`config.mk`:
```
export PLATFORM = sky130hd
export DESIGN_NAME = rf_wr_port_scheduler
export DESIGN_NICKNAME = d
export VERILOG_FILES = /design/src/rtl/rf_wr_port_scheduler.sv
export SDC_FILE = /design/constraint.sdc
export NUM_CORES = 1
export LEC_CHECK = 0
export ABC_AREA = 1
export CAP_MARGIN = 20
export CORE_ASPECT_RATIO = 1.2
export CORE_MARGIN = 2
export CORE_UTILIZATION = 40
export DETAILED_ROUTE_END_ITERATION = 8
export PLACE_DENSITY = 0.57
export SLEW_MARGIN = 20
export SYNTH_ARGS = -nofsm -noshare
export SYNTH_HDL_FRONTEND = slang
export SYNTH_SLANG_ARGS = --single-unit
export TNS_END_PERCENT = 10
```
`constraint.sdc`:
```
create_clock -name clk -period 10.3 [get_ports clk]
set_input_delay 2.06 -clock clk [delete_from_list [all_inputs] [get_ports clk]]
set_output_delay 2.06 -clock clk [all_outputs]
set_load 0.01 [all_outputs]
```
`src/rtl/rf_wr_port_scheduler.sv`:
```
// rf_wr_port_scheduler
//
// Write-side front end for the 40-entry, 3-write-port register file.
// Each of three producers (ALU, LSU, issue/init) feeds a small FIFO. The
// FIFO for channel N drives register-file write port N. In any one cycle,
// no two ports write the same word. When heads collide, the lower channel
// index wins and the losers retry. Requests that target a word >= 40 are
// dropped, and addr_err is raised for them.
//
// Handshake: a request transfers on a rising edge when reqN_valid and
// reqN_ready are both high. reqN_ready comes only from the registered FIFO
// count, so a full FIFO refuses a request even if it pops in the same
// cycle. reqN_ready is low while rst is high.
//
// Optional feature, selected by the macro RF_WR_BYPASS_EN:
//   defined   - A valid-address request that arrives at an empty FIFO
//               competes for its port in the same cycle. If it wins, wrN_en
//               rises one cycle after acceptance. If it loses, it is
//               enqueued.
//   undefined - Every request passes through the FIFO. The minimum latency
//               from acceptance to wrN_en is two cycles.
//
// Ports:
//   clk, rst                 clock, synchronous active-high reset
//   reqN_valid/ready         request handshake, channel N (N = 0..2)
//   reqN_addr, reqN_data     target word address and write data
//   wrN_en/addr/data         registered register-file write port N
//   addr_err                 one-cycle pulse: an accepted request had addr >= 40
//   idle                     all FIFOs empty and no write enable high
module rf_wr_port_scheduler #(
  parameter int WIDTH = 64,
  parameter int DEPTH = 4
) (
  input  logic             clk,
  input  logic             rst,
  input  logic             req0_valid,
  output logic             req0_ready,
  input  logic [5:0]       req0_addr,
  input  logic [WIDTH-1:0] req0_data,
  input  logic             req1_valid,
  output logic             req1_ready,
  input  logic [5:0]       req1_addr,
  input  logic [WIDTH-1:0] req1_data,
  input  logic             req2_valid,
  output logic             req2_ready,
  input  logic [5:0]       req2_addr,
  input  logic [WIDTH-1:0] req2_data,
  output logic             wr0_en,
  output logic [5:0]       wr0_addr,
  output logic [WIDTH-1:0] wr0_data,
  output logic             wr1_en,
  output logic [5:0]       wr1_addr,
  output logic [WIDTH-1:0] wr1_data,
  output logic             wr2_en,
  output logic [5:0]       wr2_addr,
  output logic [WIDTH-1:0] wr2_data,
  output logic             addr_err,
  output logic             idle
);

  localparam int PW = $clog2(DEPTH);
  localparam int CW = PW + 1;
  localparam logic [CW-1:0] DEPTH_C   = CW'(DEPTH);
  localparam logic [5:0]    NUM_WORDS = 6'd40;

  // Channel-indexed views of the flat port list
  logic [2:0]       req_valid;
  logic [2:0]       req_ready;
  logic [5:0]       req_addr [3];
  logic [WIDTH-1:0] req_data [3];

  assign req_valid   = {req2_valid, req1_valid, req0_valid};
  assign req_addr[0] = req0_addr;
  assign req_addr[1] = req1_addr;
  assign req_addr[2] = req2_addr;
  assign req_data[0] = req0_data;
  assign req_data[1] = req1_data;
  assign req_data[2] = req2_data;
  assign req0_ready  = req_ready[0];
  assign req1_ready  = req_ready[1];
  assign req2_ready  = req_ready[2];

  // FIFO storage and bookkeeping
  logic [5:0]       mem_addr [3][DEPTH];
  logic [WIDTH-1:0] mem_data [3][DEPTH];
  logic [PW-1:0]    rd_ptr   [3];
  logic [PW-1:0]    wr_ptr   [3];
  logic [CW-1:0]    count    [3];

  // Per-cycle selection signals
  logic [2:0]       accept;
  logic [2:0]       addr_ok;
  logic [2:0]       nonempty;
  logic [2:0]       bypass;
  logic [2:0]       head_valid;
  logic [5:0]       head_addr [3];
  logic [WIDTH-1:0] head_data [3];
  logic [2:0]       cand;
  logic [2:0]       push;
  logic [2:0]       pop;

  // Registered write ports
  logic [2:0]       wr_en;
  logic [5:0]       wr_addr_q [3];
  logic [WIDTH-1:0] wr_data_q [3];

  always_comb begin
    req_ready  = '0;
    accept     = '0;
    addr_ok    = '0;
    nonempty   = '0;
    bypass     = '0;
    head_valid = '0;
    cand       = '0;
    push       = '0;
    pop        = '0;
    for (int n = 0; n < 3; n++) begin
      head_addr[n] = '0;
      head_data[n] = '0;
    end

    for (int n = 0; n < 3; n++) begin
      req_ready[n] = ~rst & (count[n] < DEPTH_C);
      accept[n]    = req_valid[n] & req_ready[n];
      addr_ok[n]   = req_addr[n] < NUM_WORDS;
      nonempty[n]  = count[n] != '0;
`ifdef RF_WR_BYPASS_EN
      bypass[n]    = accept[n] & addr_ok[n] & ~nonempty[n];
`else
      bypass[n]    = 1'b0;
`endif
      head_valid[n] = nonempty[n] | bypass[n];
      // When the FIFO is empty, the incoming request is the head. This only
      // matters when the request can bypass.
      head_addr[n]  = nonempty[n] ? mem_addr[n][rd_ptr[n]] : req_addr[n];
      head_data[n]  = nonempty[n] ? mem_data[n][rd_ptr[n]] : req_data[n];
    end

    // Fixed priority. A head yields to any lower channel that is issuing
    // to the same word in this cycle.
    cand[0] = head_valid[0];
    cand[1] = head_valid[1] & ~(cand[0] & (head_addr[1] == head_addr[0]));
    cand[2] = head_valid[2] & ~(cand[0] & (head_addr[2] == head_addr[0]))
                            & ~(cand[1] & (head_addr[2] == head_addr[1]));

    for (int n = 0; n < 3; n++) begin
      // A bypassed request that wins is issued directly and never stored.
      push[n] = accept[n] & addr_ok[n] & ~(bypass[n] & cand[n]);
      pop[n]  = cand[n] & nonempty[n];
    end
  end

  // FIFO payload storage has no reset. Only the pointers and counts give it
  // meaning.
  always_ff @(posedge clk) begin
    for (int n = 0; n < 3; n++) begin
      if (!rst && push[n]) begin
        mem_addr[n][wr_ptr[n]] <= req_addr[n];
        mem_data[n][wr_ptr[n]] <= req_data[n];
      end
    end
  end

  always_ff @(posedge clk) begin
    if (rst) begin
      for (int n = 0; n < 3; n++) begin
        rd_ptr[n]    <= '0;
        wr_ptr[n]    <= '0;
        count[n]     <= '0;
        wr_addr_q[n] <= '0;
        wr_data_q[n] <= '0;
      end
      wr_en    <= '0;
      addr_err <= 1'b0;
    end else begin
      for (int n = 0; n < 3; n++) begin
        // DEPTH is a power of two, so pointer overflow wraps for free.
        if (push[n]) wr_ptr[n] <= wr_ptr[n] + PW'(1);
        if (pop[n])  rd_ptr[n] <= rd_ptr[n] + PW'(1);
        count[n] <= count[n] + CW'(push[n]) - CW'(pop[n]);
        if (cand[n]) begin
          wr_addr_q[n] <= head_addr[n];
          wr_data_q[n] <= head_data[n];
        end
      end
      wr_en    <= cand;
      addr_err <= |(accept & ~addr_ok);
    end
  end

  assign wr0_en   = wr_en[0];
  assign wr1_en   = wr_en[1];
  assign wr2_en   = wr_en[2];
  assign wr0_addr = wr_addr_q[0];
  assign wr1_addr = wr_addr_q[1];
  assign wr2_addr = wr_addr_q[2];
  assign wr0_data = wr_data_q[0];
  assign wr1_data = wr_data_q[1];
  assign wr2_data = wr_data_q[2];

  assign idle = (count[0] == '0) && (count[1] == '0) && (count[2] == '0) && (wr_en == '0);

endmodule

```
# [After elaboration in Yosys (flattened, before gate mapping)]
# Memory sizes are Yosys's and may differ from the RTL's.
# Cells that the tools add are included.
[word_totals] ramBits=1071 mem_count=7 output_inout_bits=218 in_bits=215 latchBits=0 romBits=0 word_cells=188 ff_bits=4
[classes] bitwise=44 n_addsub=12 n_reduce_logical=18 multipliers=0 n_lt_le_gt_ge=15 mux=87 eq_ne=3 shift=0 div_mod_pow=0
[mem_list] name="mem_data" depth=3 width=256 read_ports=3 rd_clocked_by_memory_dff=0 wr=3 line="85" rtl="logic [WIDTH-1:0] mem_data [3][DEPTH];"
[mem_list] name="wr_data_q" depth=3 width=64 read_ports=3 rd_clocked_by_memory_dff=0 wr=3 line="105" rtl="logic [WIDTH-1:0] wr_data_q [3];"
[mem_list] name="mem_addr" depth=3 width=24 read_ports=3 rd_clocked_by_memory_dff=0 wr=3 line="84" rtl="logic [5:0] mem_addr [3][DEPTH];"
[mem_list] name="wr_addr_q" depth=3 width=6 read_ports=3 rd_clocked_by_memory_dff=0 wr=3 line="104" rtl="logic [5:0] wr_addr_q [3];"
[mem_list] name="count" depth=3 width=3 read_ports=3 rd_clocked_by_memory_dff=0 wr=3 line="88" rtl="logic [CW-1:0] count [3];"
[mem_list] name="rd_ptr" depth=3 width=2 read_ports=3 rd_clocked_by_memory_dff=0 wr=3 line="86" rtl="logic [PW-1:0] rd_ptr [3];"
[mem_list] name="1 more memories"
[op_table] operator="64-bit 2-to-1 mux" count=15
[op_table] operator="256-bit 2-to-1 mux" count=3
[op_table] operator="64-bit binary-select mux with 2-bit select" count=3
[op_table] operator="64-bit demux with 2-bit select" count=3
[op_table] operator="6-bit 2-to-1 mux" count=15
[op_table] operator="24-bit 2-to-1 mux" count=3
[op_table] operator="6-bit binary-select mux with 2-bit select" count=3
[op_table] operator="6-bit demux with 2-bit select" count=3
[op_table] operator="1-bit 2-to-1 mux" count=30
[op_table] operator="6-bit equality test" count=3
[op_table] operator="3-bit >= comparator, second input constant" count=6
[op_table] operator="6-bit less-than comparator, second input constant" count=3
[op_table] operator="2-bit NOT with 3-bit output" count=6
[op_table] operator="1-bit AND" count=17
[op_table] operator="1-bit bitwise OR" count=15
[op_table] operator="2-bit by 1-bit adder with 2-bit output, second input constant" count=6
[op_table] operator="3-bit zero test" count=4
[op_table] operator="2-bit 2-to-1 mux" count=6
[op_table] operator="3-bit by 1-bit adder with 3-bit output" count=3
[op_table] operator="1-bit logical AND" count=9
[op_table] operator="3-bit by 1-bit less-than comparator with 1-bit output, second input constant" count=3
[op_table] operator="3-bit less-than comparator, second input constant" count=3
[op_table] operator="3-bit 2-to-1 mux" count=3
[op_table] operator="3-bit nonzero test" count=3
[op_table] operator="other kinds (6)" count=11

# [Longest topological paths before layout]
# An unclocked memory read counts as a cell.
[logic_depth] word_depth=18 ltp_mapped=25 ltp_nobuf=23

# [Least setup slack after synthesis]
# Ideal clock, no wire load.
[synth_timing] path_kind="in2reg" from="input rst" to="memory mem_addr[0][48] (netlist bit) (enable)" required_ps=9801 cell_stages=4 arrival_time_ps=5618 setup_slack_ps=4184 path_cell_list="clkbuf_1 -> nor3b_1 -> nand2_1 -> nor2_1"
[synth_lines] element="from (decl)" line="35" rtl="input logic rst,"
[synth_lines] element="to (decl)" line="84"

# [Worst setup path after layout]
[layout_timing] from="input rst" to="output req0_ready"
[layout_via] elab_chain_len=2
[layout_rtl] element="1-bit NOT" line="123" rtl="req_ready[n] = ~rst & (count[n] < DEPTH_C);"
[layout_rtl] element="1-bit AND" line="123"
[layout_rtl] element="to (decl)" line="37" rtl="output logic req0_ready,"
# No other way between the ends.

==> metrics.log <==
[metrics] worst hold path type: flip-flop to flip-flop
[metrics] count of vias placed by the detailed router: 27212
[metrics] type of the worst setup path: primary input to output pin
[metrics] setup_tns: 0 ns
[metrics] largest buffer count on any clock path: 3
[metrics] per-instance average area after synthesis: 13.6 um2
[metrics] number of buffers inserted during clock tree synthesis: around 110
[metrics] CTS tree: done
[metrics] required time of the worst setup path: 8.24 ns
[metrics] proportion of synthesized chip area in sequential cells: 74.7%
[metrics] count of different cell masters after synthesis: 35
[metrics] worst-case vdd ir drop: 0.293 mV
[metrics] vias in the first global route: 26946
[metrics] post-synthesis register bit count: about 1100
[metrics] final net count: 3757
[metrics] CTS clk-pin slew, worst paths: 0.05 ns
[metrics] setup slack on the worst flop-to-flop path: 5.33 ns
[metrics] share of the synthesized netlist area taken by xor and xnor gates: 0.142%
[metrics] endpoint of the worst-slack reg-to-reg timing path: wr_data_q[0][2]$_SDFFCE_PP0P_
[metrics] mux cell area share after synthesis: 0.0233%
[metrics] clk_lat worst skew: just under 0.7 ns
[metrics] overall global routing resource usage: 20.2%
[metrics] post-CTS repair timing setup buffer count: 0
[metrics] Residual DRC: 0
[metrics] die area: 110000 um2
[metrics] Netlist Area Pre-Place: 43000 um2
[metrics] top-level I/O count: approximately 430
[metrics] DRT iter0 DRCs: 1951
[metrics] clock sinks: 1075
[metrics] cell area after layout: 52100 um2
[metrics] maximum capacitance violations: 0
[metrics] gr ovfl total: 0
[metrics] post-synthesis compound-gate area fraction: between 10% and 20%
[metrics] cell taking the most area after synthesis: edfxtp_1
[metrics] Hold Path Cell Cnt: 1
[metrics] placed inst area: 48500 um2
[metrics] launch instance of the worst min-delay path: count[0][7]$_SDFF_PP0_
[metrics] non-filler instance count after layout: 5024
[metrics] number of buffers inserted by hold repair at cts: 0
[metrics] pin count of the biggest net entering global routing: 118
[metrics] Slew Viols, Final: 0
[metrics] final hold vios: 0
[metrics] async set-or-reset flop fraction in the synthesized netlist: 0%
[metrics] status: complete, no violations
[metrics] endpoint type of the worst setup path: output pin
[metrics] Critical Path Start Type: primary input
[metrics] capture endpoint of the worst hold path: count[0][8]$_SDFF_PP0_
[metrics] horizontal die dimension: 303 um
[metrics] count of port buffers added during placement: roughly 430
[metrics] commonest cells after routing, fill and taps aside: edfxtp_1 (1062), o21ai_0 (581), clkdlybuf4s50_1 (432)
[metrics] maximum operating frequency: ~170 MHz
[metrics] total number of placement rows: approximately 130
[metrics] HPWL Detailed: approximately 62000 um
[metrics] share of the clock period used by the worst path: a little under three fifths
[metrics] initial antenna violation count: 24
[metrics] power density of the placed cells: 293 nW/um2
[metrics] routability cong.: ~0.8
[metrics] Std-Cell Core Area: 107000 um2
[metrics] Gate Count Post-Synth: 3168
[metrics] Yosys Warn Count: 0
[metrics] global-route wire length before repair: 169000 um
[metrics] per-cell routed wire length: 22.6 um
[metrics] unrepaired setup endpoints after global routing: no
[metrics] adder-cell area share of the yosys netlist: 0.663%
[metrics] share of layout cells above drive strength 1: about a tenth
[metrics] H-tree levels: 3
[metrics] total iterations of the first detailed-routing run: 5
[metrics] number of antenna-violating nets in the routed design: 0
[metrics] headroom to the max-slew limit: 25.3%
[metrics] nets in the synthesized netlist: 3404
[metrics] Cell Count Post-Placement: 4806
[metrics] number of gates given a new drive strength after cts: 0
[metrics] portion of synthesized cell area occupied by the leading cell type: 74.1%
[metrics] simple-gate portion of the synthesized area: 6.51%
[metrics] root buf cell: clkbuf_16
[metrics] most used flip-flop cell after synthesis: edfxtp_1
[metrics] Area growth syn-to-layout: 21.1%
[metrics] Final min period: 5.74 ns
[metrics] static leakage: 17.4 nW
[metrics] aggregate routed wire length: 113000 um
[metrics] vias per cell: ~5.4
[metrics] FF-to-FF path depth: 14
[metrics] setup violators final: 0
[metrics] Post-synth EDFFs: 1062
[metrics] Arrival @ worst endpoint: 3.68 ns
[metrics] transition at the pin with the smallest max-transition slack: about 1.1 ns
[metrics] Starting Density: ~40%
[metrics] Filler cells: 9303
[metrics] pre-CTS setup slack: 4.47 ns
[metrics] Die H: 363 um
[metrics] worst r2r src: rd_ptr[0][4]$_SDFFCE_PN0P_
[metrics] largest family of logic cells by synthesized area: compound AO/OA/AOI/OAI gates
[metrics] Layout Skew: 0.0321 ns
[metrics] biggest area contributors in the synthesized netlist: edfxtp_1 (74%), o21ai_0 (6.8%), o221ai_1 (3.9%), nor2_1 (3.7%), a21oi_2 (2.6%)
[metrics] most common cell after layout, fill and taps aside: edfxtp_1
[metrics] maximum fanout count along the critical path: 13
[metrics] crit path setup slack, layout: 4.56 ns
[metrics] post-layout total power: 15.3 mW
==> per-layer routing <==
| layer | track usage (%) | vias up | part of all wire [%] |
|---|---|---|---|
| li1 | - | 12542 | - |
| met1 | 26.2 | 13729 | 42 |
| met2 | 32.7 | 729 | 48 |
| met5 | 0 | - | 0.14 |
| met4 | 6.58 | 22 | 2.5 |
| met3 | 5.41 | 190 | 7.1 |
==> critical path, cell delays in order <==
cell and delay [ns]:
clkdlybuf4s50_1 0.69, nor2_1 0.23, clkdlybuf4s50_1 0.68
==> registers in the layout (all words and copies together) (netlist names) <==
signal / flops
mem_data: 768
wr_en: 3
wr_ptr: 6
mem_addr: 72
wr_data_q: 192
addr_err: 1
count: 9
rd_ptr: 6
wr_addr_q: 18
==> how the worst max path moves through the flow <==
stage                                end          from  cells past startpoint
6_report                      req0_ready           rst                      3
5_1_grt                       req0_ready           rst                      3
4_1_cts                       req0_ready           rst                      3
3_5_place_dp   mem_data[0][43]$_DFFE_PP_  req0_addr[4]                      5
3_3_place_gp    mem_data[0][0]$_DFFE_PP_  req0_addr[4]                      5
2_1_floorplan  mem_addr[0][48]$_DFFE_PP_           rst                      4
==> power by group <==
part / internal (mW) / switching, mW / leakage [nW]
logic: 1.91 / 3.55 / 5.56
registers: 5.68 / 0.224 / 10.1
clock network: 2.26 / 1.66 / 1.72
total: 9.84 / 5.44 / 17.4
==> cells in the mapped netlist, types with 2 or more instances <==
| cell | n |
|---|---|
| xnor2_1 | 4 |
| inv_4 | 2 |
| nand3_2 | 2 |
| inv_1 | 103 |
| clkbuf_1 | 190 |
| xor2_1 | 3 |
| buf_6 | 20 |
| or2_0 | 2 |
| nand2_2 | 3 |
| o221ai_1 | 192 |
| buf_2 | 13 |
| nand2_1 | 215 |
| nor2_1 | 428 |
| fa_1 | 3 |
| nand3_1 | 50 |
| inv_2 | 9 |
| edfxtp_1 | 1062 |
| a21oi_1 | 91 |
| or2_1 | 6 |
| o21ai_1 | 8 |
| o21ai_0 | 581 |
| buf_4 | 6 |
| ha_1 | 18 |
| nor2_2 | 2 |
| a21oi_2 | 129 |
| dfxtp_1 | 13 |
| buf_1 | 3 |
| or2_2 | 3 |
==> cells by family after synthesis <==
family | count (synthesis)
AOI/OAI and AO/OA | 1003
xor gates and xnor gates | 7
adders and majority gates | 21
buffers and inverters | 347
DFF | 1075
muxes | 1
and+or+nand+nor | 714
==> final cells by class <==
cell class,instances,area [um2],share of cell area [%]
Antenna cell,14,35.0,0.0672
Clock buffer,136,2910,5.59
Clock inverter,68,626,1.20
Inverter,114,438,0.840
Multi-Input combinational cell,1746,9540,18.3
Sequential cell,1075,32200,61.7
Tap cell,1396,1750,3.35
Timing Repair Buffer,475,4680,8.98
==> per-stage QoR <==
| step | utilization, % | hold slack [ns] |
|---|---|---|
| after global placement | 45.6 | 0.488 |
| after detailed placement | 45.6 | 0.484 |
| final | 48.9 | 0.502 |
| after global routing | 48.9 | 0.563 |
| after CTS | 48.9 | 0.504 |
| after floorplan | - | 0.466 |
No activity file was read; power rests on OpenSTA's default activity.
